==> config.mk <==
export PLATFORM = sky130hd
export DESIGN_NAME = bytecode_predecoder_flat
export DESIGN_NICKNAME = d
export VERILOG_FILES = /design/src/rtl/bytecode_predecoder_if.sv /design/src/rtl/bytecode_predecoder.sv /design/src/flat_wrapper.sv
export SDC_FILE = /design/constraint.sdc
export NUM_CORES = 1
export LEC_CHECK = 0
export ABC_AREA = 1
export CAP_MARGIN = 20
export CORE_UTILIZATION = 59
export DETAILED_ROUTE_END_ITERATION = 8
export PLACE_DENSITY = 0.82
export SETUP_SLACK_MARGIN = 0.4
export SYNTH_ARGS = -nofsm -noshare
export SYNTH_HDL_FRONTEND = slang
export SYNTH_SLANG_ARGS = --single-unit
==> constraint.sdc <==
create_clock -name clk -period 3.3 [get_ports clk]
set_input_delay 0.66 -clock clk [delete_from_list [all_inputs] [get_ports clk]]
set_output_delay 0.66 -clock clk [all_outputs]
set_load 0.01 [all_outputs]
==> src/rtl/bytecode_predecoder_if.sv <==
// Handshake and record bus of the bytecode predecoder: byte input side,
// flush control and decoded-record output side.
interface bytecode_predecoder_if #(
  parameter int DATA_W = 32,
  parameter int PC_W   = 16
) ();
  logic              in_valid;
  logic [7:0]        in_byte;
  logic              in_ready;
  logic              flush;
  logic [PC_W-1:0]   flush_pc;
  logic              out_valid;
  logic              out_ready;
  logic [7:0]        out_opcode;
  logic [1:0]        out_len;
  logic [PC_W-1:0]   out_pc;
  logic [7:0]        out_index;
  logic [DATA_W-1:0] out_operand;
  logic [PC_W-1:0]   out_target;
  logic              out_isbranch;
  logic              out_illegal;

  modport master (
    output in_valid, in_byte, flush, flush_pc, out_ready,
    input  in_ready, out_valid, out_opcode, out_len, out_pc, out_index,
           out_operand, out_target, out_isbranch, out_illegal
  );

  modport slave (
    input  in_valid, in_byte, flush, flush_pc, out_ready,
    output in_ready, out_valid, out_opcode, out_len, out_pc, out_index,
           out_operand, out_target, out_isbranch, out_illegal
  );
endinterface

==> src/rtl/bytecode_predecoder.sv <==
// JVM-style bytecode predecoder: assembles 1..3 byte instructions from a byte
// stream and queues fully decoded records in a small FIFO.
module bytecode_predecoder #(
  parameter int DATA_W = 32,
  parameter int PC_W   = 16,
  parameter int DEPTH  = 2
) (
  input  logic                 clk,
  input  logic                 rst_n,
  bytecode_predecoder_if.slave bus
);
  localparam int AW = $clog2(DEPTH);
  localparam int CW = AW + 1;

  typedef struct packed {
    logic [7:0]        opcode;
    logic [1:0]        len;
    logic [PC_W-1:0]   pc;
    logic [7:0]        index;
    logic [DATA_W-1:0] operand;
    logic [PC_W-1:0]   target;
    logic              isbranch;
    logic              illegal;
  } rec_t;

  typedef enum logic [1:0] {S_OP, S_ARG1, S_ARG2} state_t;

  function automatic logic op_legal(input logic [7:0] op);
    return op inside {8'h00, [8'h02:8'h08], [8'h10:8'h12], 8'h15,
                      [8'h1A:8'h1D], [8'h2A:8'h2E], 8'h33, 8'h36,
                      [8'h3B:8'h3E], [8'h4B:8'h4F], 8'h54, 8'h57, 8'h59,
                      8'h60, 8'h64, 8'h68, 8'h6C, 8'h70, 8'h74, 8'h78,
                      8'h7A, 8'h7E, 8'h80, 8'h82, 8'h84, [8'h99:8'hA4],
                      8'hA7, 8'hAC, 8'hB0, 8'hB1};
  endfunction

  function automatic logic [1:0] op_len(input logic [7:0] op);
    if (!op_legal(op))
      return 2'd1;
    else if (op inside {8'h10, 8'h12, 8'h15, 8'h36})
      return 2'd2;
    else if (op inside {8'h11, 8'h84, [8'h99:8'hA4], 8'hA7})
      return 2'd3;
    else
      return 2'd1;
  endfunction

  function automatic logic op_branch(input logic [7:0] op);
    return op inside {[8'h99:8'hA4], 8'hA7};
  endfunction

  // Builds the full record from the opcode and whichever argument bytes exist;
  // missing argument bytes are passed as zero.
  function automatic rec_t build(input logic [7:0] op, input logic [7:0] a1,
                                 input logic [7:0] a2, input logic [PC_W-1:0] pc);
    rec_t              r;
    logic signed [15:0] imm16;
    logic signed [7:0]  s1;
    logic signed [7:0]  s2;
    logic signed [7:0]  k;
    r      = '0;
    r.opcode = op;
    r.pc     = pc;
    r.len    = op_len(op);
    imm16  = signed'({a1, a2});
    s1     = signed'(a1);
    s2     = signed'(a2);
    k      = signed'(8'(op - 8'd3));
    if (!op_legal(op)) begin
      r.illegal = 1'b1;
    end else begin
      if (op inside {[8'h02:8'h08]}) r.operand = DATA_W'(k);
      else if (op == 8'h10)          r.operand = DATA_W'(s1);
      else if (op == 8'h11)          r.operand = DATA_W'(imm16);
      else if (op == 8'h12)          r.operand = DATA_W'(a1);
      else if (op == 8'h84)          r.operand = DATA_W'(s2);

      if (op inside {8'h15, 8'h36, 8'h84})                r.index = a1;
      else if (op inside {[8'h1A:8'h1D], [8'h2A:8'h2D]})  r.index = {6'd0, 2'(op[1:0] - 2'd2)};
      else if (op inside {[8'h3B:8'h3E]})                 r.index = 8'(op - 8'h3B);
      else if (op inside {[8'h4B:8'h4E]})                 r.index = 8'(op - 8'h4B);

      if (op_branch(op)) begin
        r.isbranch = 1'b1;
        r.target   = PC_W'(pc + PC_W'(imm16));
      end
    end
    return r;
  endfunction

  state_t            state_q, state_d;
  logic [PC_W-1:0]   pc_q;
  logic [PC_W-1:0]   op_pc_q;
  logic [7:0]        op_q;
  logic [7:0]        a1_q;
  logic              run_q;
  rec_t              mem [DEPTH];
  logic [AW-1:0]     wr_ptr, rd_ptr;
  logic [CW-1:0]     count;

  logic              accept, push, pop, latch_op, latch_a1;
  rec_t              push_rec;
  rec_t              head;

  // run_q keeps in_ready low throughout reset and the release cycle.
  assign bus.in_ready  = run_q && (count < CW'(DEPTH)) && !bus.flush;
  assign bus.out_valid = (count != '0);
  assign accept        = bus.in_valid && bus.in_ready;
  assign pop           = bus.out_valid && bus.out_ready && !bus.flush;

  always_comb begin
    state_d  = state_q;
    push     = 1'b0;
    latch_op = 1'b0;
    latch_a1 = 1'b0;
    push_rec = build(bus.in_byte, 8'd0, 8'd0, pc_q);
    unique case (state_q)
      S_OP: begin
        if (accept) begin
          latch_op = 1'b1;
          if (op_len(bus.in_byte) == 2'd1) push = 1'b1;
          else                             state_d = S_ARG1;
        end
      end
      S_ARG1: begin
        push_rec = build(op_q, bus.in_byte, 8'd0, op_pc_q);
        if (accept) begin
          latch_a1 = 1'b1;
          if (op_len(op_q) == 2'd2) begin
            push    = 1'b1;
            state_d = S_OP;
          end else begin
            state_d = S_ARG2;
          end
        end
      end
      S_ARG2: begin
        push_rec = build(op_q, a1_q, bus.in_byte, op_pc_q);
        if (accept) begin
          push    = 1'b1;
          state_d = S_OP;
        end
      end
      default: state_d = S_OP;
    endcase
  end

  always_ff @(posedge clk or negedge rst_n) begin
    if (!rst_n)         state_q <= S_OP;
    else if (bus.flush) state_q <= S_OP;
    else                state_q <= state_d;
  end

  always_ff @(posedge clk or negedge rst_n) begin
    if (!rst_n) begin
      run_q   <= 1'b0;
      pc_q    <= '0;
      op_pc_q <= '0;
      op_q    <= '0;
      a1_q    <= '0;
      wr_ptr  <= '0;
      rd_ptr  <= '0;
      count   <= '0;
      for (int unsigned i = 0; i < DEPTH; i++) mem[i] <= '0;
    end else begin
      run_q <= 1'b1;
      if (bus.flush) begin
        pc_q   <= bus.flush_pc;
        wr_ptr <= '0;
        rd_ptr <= '0;
        count  <= '0;
      end else begin
        if (accept)   pc_q <= PC_W'(pc_q + PC_W'(1));
        if (latch_op) begin
          op_q    <= bus.in_byte;
          op_pc_q <= pc_q;
        end
        if (latch_a1) a1_q <= bus.in_byte;
        if (push) begin
          mem[wr_ptr] <= push_rec;
          wr_ptr      <= AW'(wr_ptr + AW'(1));
        end
        if (pop) rd_ptr <= AW'(rd_ptr + AW'(1));
        if (push && !pop)      count <= CW'(count + CW'(1));
        else if (!push && pop) count <= CW'(count - CW'(1));
      end
    end
  end

  assign head             = mem[rd_ptr];
  assign bus.out_opcode   = head.opcode;
  assign bus.out_len      = head.len;
  assign bus.out_pc       = head.pc;
  assign bus.out_index    = head.index;
  assign bus.out_operand  = head.operand;
  assign bus.out_target   = head.target;
  assign bus.out_isbranch = head.isbranch;
  assign bus.out_illegal  = head.illegal;
endmodule
==> src/flat_wrapper.sv <==
// flat-port wrapper written by rule: the top's interface ports become plain ports
module bytecode_predecoder_flat 
#(
  parameter int DATA_W = 32,
  parameter int PC_W   = 16,
  parameter int DEPTH  = 2
)
  (clk, rst_n, bus_in_valid, bus_in_byte, bus_flush, bus_flush_pc, bus_out_ready, bus_in_ready, bus_out_valid, bus_out_opcode, bus_out_len, bus_out_pc, bus_out_index, bus_out_operand, bus_out_target, bus_out_isbranch, bus_out_illegal);
  bytecode_predecoder_if #(.DATA_W(DATA_W), .PC_W(PC_W)) bus_i ();
  input  logic clk;
  input  logic rst_n;
  input wire logic [$bits(bus_i.in_valid)-1:0] bus_in_valid;
  input wire logic [$bits(bus_i.in_byte)-1:0] bus_in_byte;
  input wire logic [$bits(bus_i.flush)-1:0] bus_flush;
  input wire logic [$bits(bus_i.flush_pc)-1:0] bus_flush_pc;
  input wire logic [$bits(bus_i.out_ready)-1:0] bus_out_ready;
  output wire logic [$bits(bus_i.in_ready)-1:0] bus_in_ready;
  output wire logic [$bits(bus_i.out_valid)-1:0] bus_out_valid;
  output wire logic [$bits(bus_i.out_opcode)-1:0] bus_out_opcode;
  output wire logic [$bits(bus_i.out_len)-1:0] bus_out_len;
  output wire logic [$bits(bus_i.out_pc)-1:0] bus_out_pc;
  output wire logic [$bits(bus_i.out_index)-1:0] bus_out_index;
  output wire logic [$bits(bus_i.out_operand)-1:0] bus_out_operand;
  output wire logic [$bits(bus_i.out_target)-1:0] bus_out_target;
  output wire logic [$bits(bus_i.out_isbranch)-1:0] bus_out_isbranch;
  output wire logic [$bits(bus_i.out_illegal)-1:0] bus_out_illegal;
  assign bus_i.in_valid = bus_in_valid;
  assign bus_i.in_byte = bus_in_byte;
  assign bus_i.flush = bus_flush;
  assign bus_i.flush_pc = bus_flush_pc;
  assign bus_i.out_ready = bus_out_ready;
  assign bus_in_ready = bus_i.in_ready;
  assign bus_out_valid = bus_i.out_valid;
  assign bus_out_opcode = bus_i.out_opcode;
  assign bus_out_len = bus_i.out_len;
  assign bus_out_pc = bus_i.out_pc;
  assign bus_out_index = bus_i.out_index;
  assign bus_out_operand = bus_i.out_operand;
  assign bus_out_target = bus_i.out_target;
  assign bus_out_isbranch = bus_i.out_isbranch;
  assign bus_out_illegal = bus_i.out_illegal;
  bytecode_predecoder #(.DATA_W(DATA_W), .PC_W(PC_W), .DEPTH(DEPTH)) u_core (.clk(clk), .rst_n(rst_n), .bus(bus_i));
endmodule
## After elaboration in Yosys (flattened, before gate mapping)

Cells that the tools add are included.

- Register bits: 223
- Output and inout port bits: 86
- Input bits: 29
- Word-level logic and storage cells: 258

- Equality and inequality tests: 58
- Multiplexer cells: 68
- Bitwise gates (word level): 3
- Reduce and logical (&&, ||, !) cells: 53
- Order comparisons: 36
- Add/sub/neg operators: 15

Operators with widths:

| cell | count |
|---|---|
| $mux W84 | 4 |
| $mux W32 | 9 |
| $eq A8 B7 Y1 const B | 24 |
| $mux W57 | 3 |
| $bwmux W168 | 1 |
| $pmux W84 S2 | 1 |
| $eq A8 B8 Y1 const B | 14 |
| $demux W84 S1 | 1 |
| $mux W8 | 10 |
| $eq A8 B5 Y1 const B | 8 |
| $reduce_bool A30 Y1 | 2 |
| $mux W17 | 3 |
| $le A8 B6 Y1 const B | 6 |
| $mux W2 | 19 |
| $add A16 B16 Y16 | 2 |
| $eq A8 B6 Y1 const B | 4 |
| $ge A8 B5 Y1 const B | 4 |
| $ge A8 B6 Y1 const B | 4 |
| $le A8 B5 Y1 const B | 4 |
| $le A8 B7 Y1 const B | 4 |
| $mux W16 | 2 |
| $logic_and A1 B1 Y1 | 26 |
| $add A16 B1 Y16 const B | 1 |
| $ge A8 B2 Y1 const B | 2 |
| other kinds (31) | 75 |

## Longest topological paths before layout

- Depth in word-level cells: 17
- Mapped depth: 23
- Depth with buffers taken out: 20

## Worst setup path before layout

OpenSTA, ideal clock, no wires.

- Kind: input to register
- Start: in bus_in_byte[0]
- End: reg u_core.mem[93] (netlist name)
- Path slack: 347 ps
- Required time: 3169 ps
- Stages: 20
- Setup time: 131 ps
- Buffers on the path: 3
- Arrival time: 2822 ps
- Path through: inv_1 > clkbuf_1 > ha_1 > nand3_1 > a21oi_1 > nor3_1 > nor2_1 > nand3_1 > nand2_1 > nand2_1 > nand2_1 > nand2_1 > nand2_2 > nand2_4 > nor2_8 > inv_4 > buf_6 > buf_6 > nand2_1 > o21ai_1

- Word-level cells in the longest chain between the ends: 13
- Elaborated cells on any way between the ends: 68
- Those cells by class: 1 x add/sub; 14 x order compare; 26 x eq/ne; 14 x mux; 13 x reduce/logical

Ends and longest elaborated chain:

| item | line | source |
|---|---|---|
| from (decl) | flat_wrapper.sv:13 | `input wire logic [$bits(bus_i.in_byte)-1:0] bus_in_byte;` |
| $ge A8 B8 Y1 or $le A8 B8 Y1 (tied branches) | bytecode_predecoder.sv:29, bytecode_predecoder.sv:42, bytecode_predecoder.sv:49 |  |
| $logic_and A1 B1 Y1 | bytecode_predecoder.sv:29, bytecode_predecoder.sv:42, bytecode_predecoder.sv:49 |  |
| $reduce_bool A4 Y1 | bytecode_predecoder.sv:42 | `else if (op inside {8'h11, 8'h84, [8'h99:8'hA4], 8'hA7})` |
| $mux W2 | bytecode_predecoder.sv:42 |  |
| $mux W2 | bytecode_predecoder.sv:40 | `else if (op inside {8'h10, 8'h12, 8'h15, 8'h36})` |
| $mux W2 | - |  |
| $mux W2 | bytecode_predecoder.sv:119 | `if (accept) begin` |
| $mux W2 | bytecode_predecoder.sv:117 | `unique case (state_q)` |
| $eq A2 B1 Y1 | bytecode_predecoder.sv:121 | `if (op_len(bus.in_byte) == 2'd1) push = 1'b1;` |
| $mux W1 | bytecode_predecoder.sv:121 |  |
| $mux W1 | bytecode_predecoder.sv:119 |  |
| $pmux W1 S3 | bytecode_predecoder.sv:117 |  |
| $reduce_and A2 Y1 (no source line) | - |  |
| to (signal, indexed assignment) | bytecode_predecoder.sv:180 | `mem[wr_ptr] <= push_rec;` |
| to (decl) | bytecode_predecoder.sv:97 | `rec_t mem [DEPTH];` |

Several ways; a longest one is shown, not always the timed one. The select of a mux whose other input is x is not followed.
A chain may end at the register's enable or synchronous reset.

## Final worst setup path

- Start: reg u_core.rd_ptr
- End: out bus_out_index[3]

- Word-level cells in the longest chain between the ends: 4

Ends and longest elaborated chain:

| item | line | source |
|---|---|---|
| from (decl) | bytecode_predecoder.sv:98 | `logic [AW-1:0] wr_ptr, rd_ptr;` |
| from (signal assigned) | bytecode_predecoder.sv:183 | `if (pop) rd_ptr <= AW'(rd_ptr + AW'(1));` |
| $not A1 Y2 (implied by the code) | bytecode_predecoder.sv:190 | `assign head = mem[rd_ptr];` |
| $mux W84 (implied by the code) (3 in series) | bytecode_predecoder.sv:190 |  |
| to (decl) | flat_wrapper.sv:22 | `output wire logic [$bits(bus_i.out_index)-1:0] bus_out_index;` |

Every way passes these cells. The select of a mux whose other input is x is not followed.

==> impl_metrics.toml <==
[outcome]
status = "finished clean"

[cells_and_area]
final_common_cell = "nand2_1"
area_delta_synth_final_pct = 30.9
antenna_cells = 0
fin_nets = 2027
fin_util = 0.792
most-common-layout-cells = "nand2_1, dfrtp_1, o21ai_0, buf_4, inv_1"
drive_above_1_share = 0.189

[logic_synthesis]
yosysSeqAreaShare = 0.388
syn_inst = 1713
synth.ff_latch_count = 191
syn_avg_cell_area_um2 = 7.19
yosysWarningCount = 0
syn-num-nets = 1782
yosysUniqueCellTypes = 52
netlist_area_um2 = 12300
synthArstFlopShare = 1.00
synth-main-ff-cell = "dfrtp_1"
synth-edff-count = 0

[clock_tree]
cts_buffers = 17
cts_tree = "done"
holdBufCountCts = 0
worstSkewPairLatency_ns = 0.45
cts-root-buf = "clkbuf_16"
clock_path_buffers = 2
h-tree-depth = 4
cts_num_sinks = 191
clkTransAtPathRegs_ns = 0.08

[worst_setup_path]
crit_type = "reg -> out"
r2r-end = "u_core.mem[110]$_DFFE_PN0P_"
r2r_start = "u_core.op_q[0]$_DFFE_PN0P_"
required_ns = 2.64
rrSetupSlack_ns = 0.45
crit_path_end_kind = "primary output"
path_max_fanout = 18
arrival_ns = 2.26
start_kind = "register"
rr_worst_depth = 16

[timing]
timing.slew.headroom = 0.330
hold_viol_final = 0
hold_slack_ns = 0.238
finalSetupTns_ns = 0
setup_ws_ns = 0.376
fin_crit_sh = 0.886
final_max_slew_viol_count = 0
rsz0062_at_grt = "yes"
fmax_mhz = 342
setup_viol = 0
worst_slew_pin_slew_ns = 1.00
fin_skew_ns = 0.0105
finalCriticalPeriod_ns = 2.92

[grt]
grt_pass1_vias = 12500
grt_overflow = 0
grt_pass1_wl_um = 68400
grtUsageTotal = 0.410
antenna_found_initial = 0
grt_max_degree = 83

[run]
drv_cap = 0

[power_and_ir_drop]
pwr_density_cell_nw_per_um2 = 637
vdd_drop_max_mv = 0.560
cellLeakagePower_uw = 0.00771

[route]
drc = 0
vias = 13500
vias_per_cell = 6.04
wl_um = 44600
dr.pass1.iters = 6
post_drt_wl_per_cell_um = 19.9
drtAntennaViolNets = 0
drt_iter0_drc = 1706

[place]
port-buffer-count = 114
dp_slack_ns = -0.346
finalWeightedCongestion = 1.02
hpwlAfterDp_um = 30500

[die]
fp.dieH_um = 147
coreArea_um2 = 20400
rows = 52
dieArea_um2 = 21500
io_pins = 115
initial_core_util = 0.605
die_w_um = 147

[min_path]
hold_path_class = "in -> async"
synthesized netlist by cell type, drive strengths merged (5+ instances only):
cell,count,area share
nand2,531,0.16
o21ai,254,0.10
dfrtp,191,0.39
inv,166,0.051
nor2,109,0.037
nand3,74,0.030
a21oi,70,0.028
buf,53,0.030
clkbuf,44,0.013
ha,38,0.039
o22ai,38,0.019
mux2,24,0.022
o211ai,18,0.011
xor2,18,0.013
nor3,12,0.0049
nand4,11,0.0056
a21boi,8,0.0049
a22oi,8,0.0049
a31oi,6,0.0030
or2,5,0.0025
how the worst max path moves through the flow:
| stage | startpoint | endpoint | slack (ns) | cells past startpoint |
|---|---|---|---|---|
| global route | bus_in_byte[0] | u_core.mem[110]$_DFFE_PN0P_ | 0.28 | 23 |
| global placement | bus_in_byte[0] | u_core.mem[98]$_DFFE_PN0P_ | -0.27 | 18 |
| finish | u_core.rd_ptr$_DFFE_PN0P_ | bus_out_index[3] | 0.38 | 3 |
| CTS | u_core.op_q[0]$_DFFE_PN0P_ | u_core.mem[67]$_DFFE_PN0P_ | 0.40 | 17 |
| detailed placement | bus_in_byte[0] | u_core.mem[111]$_DFFE_PN0P_ | -0.35 | 20 |
| floorplan | bus_in_byte[0] | u_core.mem[93]$_DFFE_PN0P_ | 0.40 | 21 |
where the power goes:
part           leakage [uW]  total [uW]  internal, uW  switching, uW
clock              0.000304        2240          1120           1110
combinational       0.00487        4570          2020           2550
sequential          0.00253        3470          2910            553
timing repair:
item                       CTS  global route
resized for setup           57            82
pin swaps                   16            22
buffers inserted            26            18
setup endpoints to repair  195           146
cloned                       4             5
critical path, cell delays in order (launching register included):
cell,delay [ns]
dfrtp_4,0.63
buf_4,0.26
o21ai_0,0.30
clkdlybuf4s50_1,0.60
state kept, by name, summed over array words and instances (netlist names):
signal,cells
u_core.mem,136
u_core.op_pc_q,16
u_core.pc_q,16
u_core.a1_q,8
u_core.op_q,8
u_core.count,2
u_core.state_q,2
u_core.rd_ptr,1
u_core.run_q,1
u_core.wr_ptr,1
routing by layer:
metal  global-route usage  vias to the layer above  share of wire
met2                0.630                      951           0.44
met5                    0                        -              0
met4                0.152                        0          0.046
li1                     -                     6140              -
met1                0.577                     6266           0.39
met3               0.0803                      173           0.12
per-stage QoR:
stage	instances	total power (uW)	area, um2
floorplan	1713	5710	12300
global placement	2156	7380	14600
detailed placement	2156	7510	14600
CTS	2218	9890	15700
global route	2241	10800	16100
finish	2241	10300	16100
layout make-up:
type | count | area, um2
clock inverter | 14 | 195
tap | 270 | 338
multi-input combinational | 1257 | 6600
clock buffer | 18 | 439
fill | 1437 | 4240
sequential | 191 | 4790
timing repair buffer | 323 | 3110
inverter | 168 | 648
kinds of logic after synthesis:
group / share of synthesized area
AOI/OAI and AO/OA: 0.191
and+or+nand+nor: 0.248
muxes: 0.0219
DFF: 0.388
adders and majority gates: 0.0418
other: 0.000304
xor gates and xnor gates: 0.0149
buffers and inverters: 0.0948
Power figures use the tool's default switching activity.
